**src/rtl/avalon_st_if.sv**
```systemverilog
// Avalon-ST streaming bundle: valid/rdy handshake with sop/eop framing, data and empty.
interface avalon_st_if #(
  parameter int DATA_W  = 32,
  parameter int EMPTY_W = 2
) ();
  logic               valid;
  logic               rdy;
  logic               sop;
  logic               eop;
  logic [DATA_W-1:0]  data;
  logic [EMPTY_W-1:0] empty;

  modport master (output valid, sop, eop, data, empty, input rdy);
  modport slave  (input valid, sop, eop, data, empty, output rdy);
endinterface

```
**src/rtl/avalon_pkt_truncator.sv**
```systemverilog
// Caps Avalon-ST packets at MAX_LEN_WORDS beats: long packets get a forced eop, their tail is dropped.
// Optional statistics counters are enabled with the macro AVALON_TRUNC_STATS_EN.
module avalon_pkt_truncator #(
  parameter int MAX_LEN_WORDS = 256,
  parameter int DATA_W        = 32,
  parameter int EMPTY_W       = 2
) (
  input  logic        clk,
  input  logic        rst,
  avalon_st_if.slave  untrusted_msg,
  avalon_st_if.master trusted_msg,
  output logic        pkt_truncated,
  output logic        framing_err
`ifdef AVALON_TRUNC_STATS_EN
  ,
  output logic [31:0] stat_pkts,
  output logic [31:0] stat_trunc,
  output logic [31:0] stat_drop_words
`endif
);

  localparam int             CNT_W    = $clog2(MAX_LEN_WORDS + 1);
  localparam logic [CNT_W-1:0] LIMIT  = CNT_W'(MAX_LEN_WORDS);
  localparam logic           ONE_BEAT = (MAX_LEN_WORDS == 1);

  localparam logic [1:0] S_IDLE   = 2'd0;
  localparam logic [1:0] S_IN_PKT = 2'd1;
  localparam logic [1:0] S_DROP   = 2'd2;

  logic [1:0]       state;
  logic [1:0]       state_nxt;
  logic [CNT_W-1:0] cnt;
  logic [CNT_W-1:0] cnt_nxt;
  logic [CNT_W-1:0] cnt_inc;

  logic is_idle;
  logic is_pkt;
  logic is_drop;
  logic in_rdy;
  logic in_acc;
  logic fwd;
  logic at_limit;
  logic trunc;
  logic ferr;
  logic drop_beat;

  logic               vld_p1;
  logic               sop_p1;
  logic               eop_p1;
  logic [DATA_W-1:0]  data_p1;
  logic [EMPTY_W-1:0] empty_p1;

  // ---- stage p0: input decode and packet state ----
  assign is_idle = (state == S_IDLE);
  assign is_pkt  = (state == S_IN_PKT);
  assign is_drop = (state == S_DROP);

  // The tail of a cut packet is swallowed regardless of downstream backpressure.
  assign in_rdy  = is_drop ? 1'b1 : (~vld_p1 | trusted_msg.rdy);
  assign in_acc  = untrusted_msg.valid & in_rdy;
  assign untrusted_msg.rdy = in_rdy;

  assign cnt_inc   = cnt + CNT_W'(1);
  assign fwd       = in_acc & ((is_idle & untrusted_msg.sop) | is_pkt);
  assign at_limit  = is_idle ? ONE_BEAT : (cnt_inc == LIMIT);
  assign trunc     = fwd & ~untrusted_msg.eop & at_limit;
  assign ferr      = in_acc & is_idle & ~untrusted_msg.sop;
  assign drop_beat = in_acc & is_drop;

  always_comb begin
    state_nxt = state;
    cnt_nxt   = cnt;
    case (state)
      S_IDLE: begin
        if (fwd) begin
          cnt_nxt = CNT_W'(1);
          if (trunc)
            state_nxt = S_DROP;
          else if (!untrusted_msg.eop)
            state_nxt = S_IN_PKT;
        end
      end
      S_IN_PKT: begin
        if (fwd) begin
          if (untrusted_msg.eop) begin
            state_nxt = S_IDLE;
            cnt_nxt   = '0;
          end else begin
            cnt_nxt = cnt_inc;
            if (trunc)
              state_nxt = S_DROP;
          end
        end
      end
      S_DROP: begin
        if (in_acc && untrusted_msg.eop) begin
          state_nxt = S_IDLE;
          cnt_nxt   = '0;
        end
      end
      default: begin
        state_nxt = S_IDLE;
        cnt_nxt   = '0;
      end
    endcase
  end

  always_ff @(posedge clk) begin
    if (rst) begin
      state <= S_IDLE;
      cnt   <= '0;
    end else begin
      state <= state_nxt;
      cnt   <= cnt_nxt;
    end
  end

  // ---- stage p1: output register and event pulses ----
  always_ff @(posedge clk) begin
    if (rst) begin
      vld_p1   <= 1'b0;
      sop_p1   <= 1'b0;
      eop_p1   <= 1'b0;
      data_p1  <= '0;
      empty_p1 <= '0;
    end else if (fwd) begin
      vld_p1   <= 1'b1;
      sop_p1   <= is_idle;
      eop_p1   <= untrusted_msg.eop | trunc;
      data_p1  <= untrusted_msg.data;
      empty_p1 <= untrusted_msg.eop ? untrusted_msg.empty : '0;
    end else if (trusted_msg.rdy) begin
      vld_p1 <= 1'b0;
    end
  end

  always_ff @(posedge clk) begin
    if (rst) begin
      pkt_truncated <= 1'b0;
      framing_err   <= 1'b0;
    end else begin
      pkt_truncated <= trunc;
      framing_err   <= ferr;
    end
  end

  assign trusted_msg.valid = vld_p1;
  assign trusted_msg.sop   = sop_p1;
  assign trusted_msg.eop   = eop_p1;
  assign trusted_msg.data  = data_p1;
  assign trusted_msg.empty = empty_p1;

`ifdef AVALON_TRUNC_STATS_EN
  function automatic logic [31:0] sat_inc(input logic [31:0] v, input logic en);
    if (en && (v != 32'hFFFF_FFFF))
      return v + 32'd1;
    return v;
  endfunction

  always_ff @(posedge clk) begin
    if (rst) begin
      stat_pkts       <= '0;
      stat_trunc      <= '0;
      stat_drop_words <= '0;
    end else begin
      stat_pkts       <= sat_inc(stat_pkts, fwd & is_idle);
      stat_trunc      <= sat_inc(stat_trunc, trunc);
      stat_drop_words <= sat_inc(stat_drop_words, drop_beat | ferr);
    end
  end
`else
  logic unused_drop;
  assign unused_drop = drop_beat;
`endif

endmodule
```
**src/flat_wrapper.sv**
```systemverilog
// flat-port wrapper written by rule: the top's interface ports become plain ports
module avalon_pkt_truncator_flat 
#(
  parameter int MAX_LEN_WORDS = 256,
  parameter int DATA_W        = 32,
  parameter int EMPTY_W       = 2
)
  (clk, rst, pkt_truncated, framing_err, untrusted_msg_valid, untrusted_msg_sop, untrusted_msg_eop, untrusted_msg_data, untrusted_msg_empty, untrusted_msg_rdy, trusted_msg_valid, trusted_msg_sop, trusted_msg_eop, trusted_msg_data, trusted_msg_empty, trusted_msg_rdy);
  avalon_st_if #(.DATA_W(DATA_W), .EMPTY_W(EMPTY_W)) untrusted_msg_i ();
  avalon_st_if #(.DATA_W(DATA_W), .EMPTY_W(EMPTY_W)) trusted_msg_i ();
  input  logic clk;
  input  logic rst;
  output logic pkt_truncated;
  output logic framing_err;
  input wire logic [$bits(untrusted_msg_i.valid)-1:0] untrusted_msg_valid;
  input wire logic [$bits(untrusted_msg_i.sop)-1:0] untrusted_msg_sop;
  input wire logic [$bits(untrusted_msg_i.eop)-1:0] untrusted_msg_eop;
  input wire logic [$bits(untrusted_msg_i.data)-1:0] untrusted_msg_data;
  input wire logic [$bits(untrusted_msg_i.empty)-1:0] untrusted_msg_empty;
  output wire logic [$bits(untrusted_msg_i.rdy)-1:0] untrusted_msg_rdy;
  output wire logic [$bits(trusted_msg_i.valid)-1:0] trusted_msg_valid;
  output wire logic [$bits(trusted_msg_i.sop)-1:0] trusted_msg_sop;
  output wire logic [$bits(trusted_msg_i.eop)-1:0] trusted_msg_eop;
  output wire logic [$bits(trusted_msg_i.data)-1:0] trusted_msg_data;
  output wire logic [$bits(trusted_msg_i.empty)-1:0] trusted_msg_empty;
  input wire logic [$bits(trusted_msg_i.rdy)-1:0] trusted_msg_rdy;
  assign untrusted_msg_i.valid = untrusted_msg_valid;
  assign untrusted_msg_i.sop = untrusted_msg_sop;
  assign untrusted_msg_i.eop = untrusted_msg_eop;
  assign untrusted_msg_i.data = untrusted_msg_data;
  assign untrusted_msg_i.empty = untrusted_msg_empty;
  assign untrusted_msg_rdy = untrusted_msg_i.rdy;
  assign trusted_msg_valid = trusted_msg_i.valid;
  assign trusted_msg_sop = trusted_msg_i.sop;
  assign trusted_msg_eop = trusted_msg_i.eop;
  assign trusted_msg_data = trusted_msg_i.data;
  assign trusted_msg_empty = trusted_msg_i.empty;
  assign trusted_msg_i.rdy = trusted_msg_rdy;
  avalon_pkt_truncator #(.MAX_LEN_WORDS(MAX_LEN_WORDS), .DATA_W(DATA_W), .EMPTY_W(EMPTY_W)) u_core (.clk(clk), .rst(rst), .untrusted_msg(untrusted_msg_i), .trusted_msg(trusted_msg_i), .pkt_truncated(pkt_truncated), .framing_err(framing_err));
endmodule
```
**config.mk**
```make
export PLATFORM = sky130hd
export DESIGN_NAME = avalon_pkt_truncator_flat
export DESIGN_NICKNAME = d
export VERILOG_FILES = /design/src/rtl/avalon_st_if.sv /design/src/rtl/avalon_pkt_truncator.sv /design/src/flat_wrapper.sv
export SDC_FILE = /design/constraint.sdc
export NUM_CORES = 1
export LEC_CHECK = 0
export CORE_MARGIN = 8
export CORE_UTILIZATION = 41
export CTS_CLUSTER_SIZE = 24
export DETAILED_ROUTE_END_ITERATION = 16
export PLACE_DENSITY = 0.76
export SYNTH_ARGS = -nofsm -noshare
export SYNTH_HDL_FRONTEND = slang
export SYNTH_SLANG_ARGS = --single-unit
export TNS_END_PERCENT = 5
```
**constraint.sdc**
```tcl
create_clock -name clk -period 3.5 [get_ports clk]
set_clock_uncertainty 0.2 [all_clocks]
set_input_delay 0.875 -clock clk [delete_from_list [all_inputs] [get_ports clk]]
set_output_delay 0.875 -clock clk [all_outputs]
set_load 0.1 [all_outputs]
```
======== Word-level counts from Yosys, hierarchy flattened ========
Cells that the tools add are included.
operators by class
  $add $sub $neg .......................... 1
  eq/ne operators ......................... 8
  muxes and demuxes ....................... 18
  bitwise logic cells ..................... 13
  reductions and logical operators ........ 5
operators by type and width
  cell                   number
  $mux W9                4
  $pmux W9 S3            1
  $mux W2                8
  $add A9 B1 Y9 const B  1
  $eq A9 B9 Y1 const B   1
  $and A1 B1 Y1          7
  $ne A2 B2 Y1 const B   3
  $ne A3 B3 Y1 const B   2
  $pmux W2 S3            1
  $reduce_and A5 Y1      1
  $mux W1                4
  $not A1 Y1             3
  $or A1 B1 Y1           3
  $reduce_and A3 Y1      1
  $eq A2 B1 Y1 const B   1
  $eq A2 B2 Y1 const B   1
  $logic_not A2 Y1       1
  $reduce_bool A2 Y1     1
  $logic_and A1 B1 Y1    1
word-level totals
  register bits ........................... 50
  logic and storage cells ................. 54

======== Depth between registers and ports, before layout ========
Gate-level depths: netlist of the first run.
  word-level depth ........................ 11
  gate-level depth with buffers ........... 7

======== Worst setup path before layout of the first run ========
OpenSTA, ideal clock, no wires.
  path kind ............................... register to output
  start point ............................. register u_core.vld_p1, in the netlist u_core.trusted_msg.valid
  end point ............................... output port untrusted_msg_rdy
  arrival ................................. 1957 ps
  data required time ...................... 2425 ps
  path slack .............................. 468 ps
  cell stages (with the launch flop) ...... 3
  path buffers ............................ 0
  path through ............................ dfxtp_1 -> nand2b_1 -> o21bai_1
between the ends
  cells in the longest elaborated chain, start to end .. 3
ends and longest elaborated chain
  what                    RTL line                     text
  start, declared         avalon_pkt_truncator.sv:47   logic vld_p1;
  start signal, assigned  avalon_pkt_truncator.sv:121  vld_p1 <= 1'b0;
  start signal, assigned  avalon_pkt_truncator.sv:127  vld_p1 <= 1'b1;
  start signal, assigned  avalon_pkt_truncator.sv:133  vld_p1 <= 1'b0;
  $not A1 Y1              avalon_pkt_truncator.sv:59   assign in_rdy = is_drop ? 1'b1 : (~vld_p1 | trusted_msg.rdy);
  $or A1 B1 Y1            avalon_pkt_truncator.sv:59
  $mux W1                 avalon_pkt_truncator.sv:59
  end, declared           flat_wrapper.sv:20           output wire logic [$bits(untrusted_msg_i.rdy)-1:0] untrusted_msg_rdy;
Every way passes these cells.

======== Final worst setup path of the first run ========
  start point ............................. input port trusted_msg_rdy
  end point ............................... output port untrusted_msg_rdy
between the ends
  cells in the longest elaborated chain, start to end .. 2
ends and longest elaborated chain
  what             RTL line                    text
  start, declared  flat_wrapper.sv:26          input wire logic [$bits(trusted_msg_i.rdy)-1:0] trusted_msg_rdy;
  $or A1 B1 Y1     avalon_pkt_truncator.sv:59
  $mux W1          avalon_pkt_truncator.sv:59
Every way passes these cells.

==> flow_metrics.tcl, run 1 <==
set metrics [dict create \
    synth_nets 292 \
    ir_drop_v 0.000308 \
    status "complete, no violations" \
    vias 1938 \
    yosys.area.top_type "dfxtp_1" \
    synth_area_um2 2010 \
    yosysSeqAreaShare_pct 49.8 \
    rsz0062_at_grt "no" \
    cap_viol_max_count 0 \
    groute.usage.overall_pct 15.0 \
    hp-class "reg2reg" \
    worstPathArrival_ns 1.95 \
    combPwrFrac_pct 27.3 \
    n_antenna_cell 0 \
    final-setup-viol-count 0 \
    clock_sinks 50 \
    clock.fmax_mhz 330 \
    cts_root_buf "clkbuf_8" \
    antenna_found_initial 0 \
    synthFlopType "dfxtp_1" \
    yosys.area.top_type_share_pct 49.8 \
    register_area_um2 1000 \
    area_delta_synth_final_pct 41.7 \
    first_pass_iters 4 \
    ctsLongestPathBuffers 2 \
    syn-instance-count 251 \
    worstHoldStart "u_core.trusted_msg.empty[1]" \
    max_stage_delay_ns 0.45 \
    relSlewSlack_pct 51.5 \
    r2r-start "u_core.cnt[0]" \
    synth_most_common_cell "nand2_1" \
    ff2ff_setup_slack_ns 1.47 \
    grt_pass1_vias 1956 \
    dp_hpwl_um 3640 \
    core_um2 4720 \
    async_flop_share_pct 0 \
    critPathKind "in2out" \
    io_pins 80 \
    start_util_pct 42.5 \
    clk_pin_slew_ns 0.08 \
    grt_max_degree 41 \
    crit_buf_inv 2 \
    p_int_uw 852 \
    reg2reg_depth 5 \
    grt_pass1_wl_um 9030 \
    ctsHoldBuffers 0 \
    p_clk_share_pct 26.0 \
    power_uw 1310 \
    wl_um 5260 \
    synth_enable_flop_cells 0 \
    cts-resized-gates 0 \
    crit_family "buffers and inverters" \
    leakage_uw 0.00110 \
    clk_latency_ns 0.30 \
    numCtsBuffers 5 \
    crit_path_end_kind "output port" \
    postCtsSetupBuffers 0 \
    fill_cells 408 \
    fin_setup_tns_ns 0 \
    start_kind "input pin" \
    first_iter_violations 110 \
    critPathMaxFanout 6 \
    die_w_um 86.0 \
    synth.distinct_cells 37 \
    min_to "u_core.trusted_msg.empty[1]" \
    core.rowCount 25 \
    post-route-min-period_ns 3.03 \
    yosysWarningCount 0 \
    drc 0 \
    hold_viol_final 0 \
    ys_ff_latch 50 \
    post-route-util_pct 60.3 \
    min_path_cells 2 \
    layout_setup_ws_ns 0.471 \
    worst_pin_slew_ns 0.728 \
    power_switching_uw 460 \
    routabilityCongestion 0.834 \
    numPortBuffers 79 \
    wl_per_cell_um 13.4 \
    pwr-share-seq_pct 46.7 \
    crit_required_ns 2.42 \
    synth_common_cells "nand2_1 (71), dfxtp_1 (50), a21oi_1 (46)" \
    antenna_left 0 \
    rr_endpoint "u_core.cnt[6]" \
    cts_tree "built" \
    nets 365 \
    p_sw_share_pct 35.1 \
    via_per_inst 4.94 \
    htreeDepth 2 \
    dpl_worst_slack_ns 0.456 \
    multi_input_area_um2 935 \
    worstPathCellList "clkdlybuf4s50_1, nand2b_1, o21bai_1, buf_12" \
    cellPowerDensity_nw_per_um2 461 \
    die_area_um2 7400 \
    synth.area.top_cells "dfxtp_1 (50%), nand2_1 (13%), a21oi_1 (11%), nor2_1 (3.2%), clkbuf_1 (2.2%)" \
    critPathSlowestCell "clkdlybuf4s50_1" \
    post_route_cells_drive_above_1_share_pct 19.4 \
    period_share_pct 86.5 \
    avgSynthCellArea_um2 8.01 \
    drv_slew 0 \
    grt-ovfl-total 0 \
    die_h_um 86.0 \
]
==> sequential cells by signal (all words and copies together), names as in the netlist <==
register and flops:
u_core.trusted_msg.valid 1, u_core.state 2, u_core.cnt 9, u_core.framing_err 1, u_core.pkt_truncated 1, u_core.trusted_msg.sop 1
u_core.trusted_msg.eop 1, u_core.trusted_msg.empty 2, u_core.trusted_msg.data 32
==> tightest hold or removal path: cells and delay by family (launching register included) <==
family	cells	cell delay, ns
AO/OA/AOI/OAI	1	0.05
AND/OR/NAND/NOR	1	0.05
flip-flops	1	0.32
==> stage by stage <==
stage | area [um2] | hold slack (ns) | instances
4_1_cts | 2850 | 0.257 | 392
3_5_place_dp | 2760 | 0.245 | 384
5_1_grt | 2850 | 0.280 | 392
2_1_floorplan | 2010 | 0.272 | 251
3_3_place_gp | 2760 | 0.240 | 384
6_report | 2850 | 0.254 | 392
==> how the worst max path moves through the flow <==
stage,from,cells past startpoint,to
CTS,trusted_msg_rdy,4,untrusted_msg_rdy
global placement,trusted_msg_rdy,4,untrusted_msg_rdy
detailed placement,trusted_msg_rdy,4,untrusted_msg_rdy
floorplan,u_core.trusted_msg.valid,2,untrusted_msg_rdy
global route,trusted_msg_rdy,4,untrusted_msg_rdy
finish,trusted_msg_rdy,4,untrusted_msg_rdy
==> metal layers <==
layer / part of all wire [%] / track usage, % / vias to the layer above
met3: 8.7 / 6.97 / 6
met1: 43 / 16.4 / 898
li1: - / - / 992
met2: 47 / 25.2 / 42
met5: 0 / 0 / -
met4: 1.2 / 4.78 / 0
==> cell type report <==
class                           count  area share, %
Clock buffer                        7           3.03
Sequential cell                    50           35.2
Timing Repair Buffer               83           25.6
Multi-Input combinational cell    182           32.8
Inverter                            2          0.264
Clock inverter                      1          0.176
Tap cell                           67           2.95
==> layout by cell type, fill, tap and decap left out, types with 2 or more instances in the layout <==
master	instances
a21oi_1	46
buf_4	43
clkbuf_8	6
clkdlybuf4s50_1	38
dfxtp_1	50
inv_1	2
nand2_1	71
nand3_1	7
nand3b_1	2
nor2_1	17
o211ai_2	2
o21ai_0	8
or3_1	2
or3b_2	4
==> power groups by stage <==
stage / combinational [uW] / sequential, uW / clock, uW
detailed placement: 362 / 626 / 0
finish: 358 / 613 / 341
global placement: 360 / 625 / 0
CTS: 362 / 613 / 354
floorplan: 74.5 / 806 / 0
global route: 379 / 617 / 376
==> logic make-up after synthesis <==
| family | count (synthesis) | share of synthesized area, % |
|---|---|---|
| AOI/OAI and AO/OA | 65 | 19.6 |
| xor gates and xnor gates | 1 | 0.436 |
| adders and majority gates | 1 | 0.623 |
| buffers and inverters | 19 | 3.67 |
| DFF | 50 | 49.8 |
| and+or+nand+nor | 115 | 25.8 |
No activity file was read; power rests on OpenSTA's default activity.
==> inputs of run 2 (changes only) <==
--- a/config.mk
+++ b/config.mk
@@ -7,6 +7,7 @@
 export LEC_CHECK = 0
 export CORE_MARGIN = 8
 export CORE_UTILIZATION = 41
+export CTS_CLUSTER_DIAMETER = 30
 export CTS_CLUSTER_SIZE = 24
 export DETAILED_ROUTE_END_ITERATION = 16
 export PLACE_DENSITY = 0.76
==> results of run 2 <==
The final DEF is identical to that of run 1; final timing and power are the same.
==> inputs of run 3 (changes only) <==
--- a/config.mk
+++ b/config.mk
@@ -6,11 +6,11 @@
 export NUM_CORES = 1
 export LEC_CHECK = 0
 export CORE_MARGIN = 8
-export CORE_UTILIZATION = 41
+export CORE_UTILIZATION = 46
 export CTS_CLUSTER_DIAMETER = 30
 export CTS_CLUSTER_SIZE = 24
 export DETAILED_ROUTE_END_ITERATION = 16
-export PLACE_DENSITY = 0.76
+export PLACE_DENSITY = 0.84
 export SYNTH_ARGS = -nofsm -noshare
 export SYNTH_HDL_FRONTEND = slang
 export SYNTH_SLANG_ARGS = --single-unit
==> flow_metrics.tcl, run 3 (same netlist as run 1, synthesis figures left out) <==
set metrics [dict create \
    status "complete, no violations" \
    cellPowerDensity_nw_per_um2 485 \
    grt_pass1_vias 1922 \
    leakage_uw 0.00111 \
    start_util_pct 46.8 \
    start_kind "input pin" \
    crit_path_end_kind "output port" \
    ff2ff_setup_slack_ns 1.44 \
    area_delta_synth_final_pct 41.8 \
    final_cell_mix "nand2_1 (71), dfxtp_1 (50), a21oi_1 (46)" \
    worst_pin_slew_ns 0.737 \
    die_w_um 82.1 \
    numCtsBuffers 5 \
    ctsHoldBuffers 0 \
    nets 365 \
    clk_latency_ns 0.30 \
    via_per_inst 5.22 \
    power_uw 1380 \
    final-setup-viol-count 0 \
    crit_required_ns 2.42 \
    first_pass_iters 5 \
    antenna_found_initial 0 \
    numPortBuffers 79 \
    wl_per_cell_um 14.1 \
    hold_viol_final 0 \
    n_antenna_cell 0 \
    grt-ovfl-total 0 \
    antenna_left 0 \
    io_pins 80 \
    rsz0062_at_grt "no" \
    drv_slew 0 \
    largest_reg_flops 32 \
    cts_root_buf "clkbuf_8" \
    clock.fmax_mhz 332 \
    grt_pass1_wl_um 8820 \
    critPathMaxFanout 6 \
    groute.usage.overall_pct 16.4 \
    drc 0 \
    fin_setup_tns_ns 0 \
    cap_viol_max_count 0 \
    postCtsSetupBuffers 0 \
    period_share_pct 86.1 \
    core.rowCount 24 \
    fill_cells 362 \
    wl_um 5310 \
    die_h_um 82.1 \
    vias 1961 \
    routabilityCongestion 0.789 \
    htreeDepth 2 \
    die_area_um2 6740 \
    first_iter_violations 126 \
    cts_tree "built" \
    hp-class "reg2reg" \
    ir_drop_v 0.000335 \
    critPathKind "in2out" \
    cts-resized-gates 0 \
    relSlewSlack_pct 50.9 \
    grt_max_degree 41 \
    post-route-min-period_ns 3.01 \
    clock_sinks 50 \
    worstPathArrival_ns 1.94 \
    ctsLongestPathBuffers 2 \
    dp_hpwl_um 3820 \
    layout_commonest_cell "nand2_1" \
    post_route_cells_drive_above_1_share_pct 19.4 \
    clk_pin_slew_ns 0.08 \
    core_um2 4290 \
]
[run 3: worst paths after layout]
path	start	to	cells past startpoint
min	u_core.trusted_msg.data[24]	u_core.trusted_msg.data[24]	2
max	trusted_msg_rdy	untrusted_msg_rdy	4
min reg2reg	u_core.trusted_msg.data[24]	u_core.trusted_msg.data[24]	2
max reg2reg	u_core.cnt[0]	u_core.cnt[6]	5
[run 3: report_power, final]
group          switching (uW)  leakage, uW  internal [uW]  total, uW
combinational             261     0.000646           96.3        358
sequential               16.9     0.000408            596        613
clock                     183    0.0000573            229        412
[run 3: cell type report]
cell class | count | area (um2) | share of cell area [%]
inverter | 2 | 7.51 | 0.264
timing repair buffer | 83 | 728 | 25.6
clock buffer | 6 | 82.6 | 2.90
clock inverter | 1 | 30.0 | 1.05
tap | 52 | 65.1 | 2.28
sequential | 50 | 1000 | 35.1
multi-input combinational | 182 | 935 | 32.8
[run 3: critical path, cell delays in order]
cell             delay (ns)
clkdlybuf4s50_1        0.44
nand2b_1               0.21
o21bai_1               0.20
buf_12                 0.21
[run 3: stage by stage]
stage                     util, %  cell area (um2)  hold slack [ns]  worst slack [ns]  std cells
final                        66.3             2850            0.257             0.487        376
after global routing         66.3             2850            0.281             0.431        376
after CTS                    66.3             2850            0.259             0.484        376
after detailed placement     63.7             2740            0.247             0.483        369
after global placement       63.7             2740            0.241             0.482        369
after floorplan                 -             2010            0.272             0.468        251
[run 3: layer usage]
| metal | up-vias | track usage [%] | wire (um) |
|---|---|---|---|
| li1 | 989 | - | - |
| met1 | 907 | 19.2 | 2150 |
| met2 | 57 | 25.7 | 2520 |
| met3 | 8 | 8.44 | 558 |
| met4 | 0 | 4.74 | 82 |
| met5 | - | 0 | 0 |
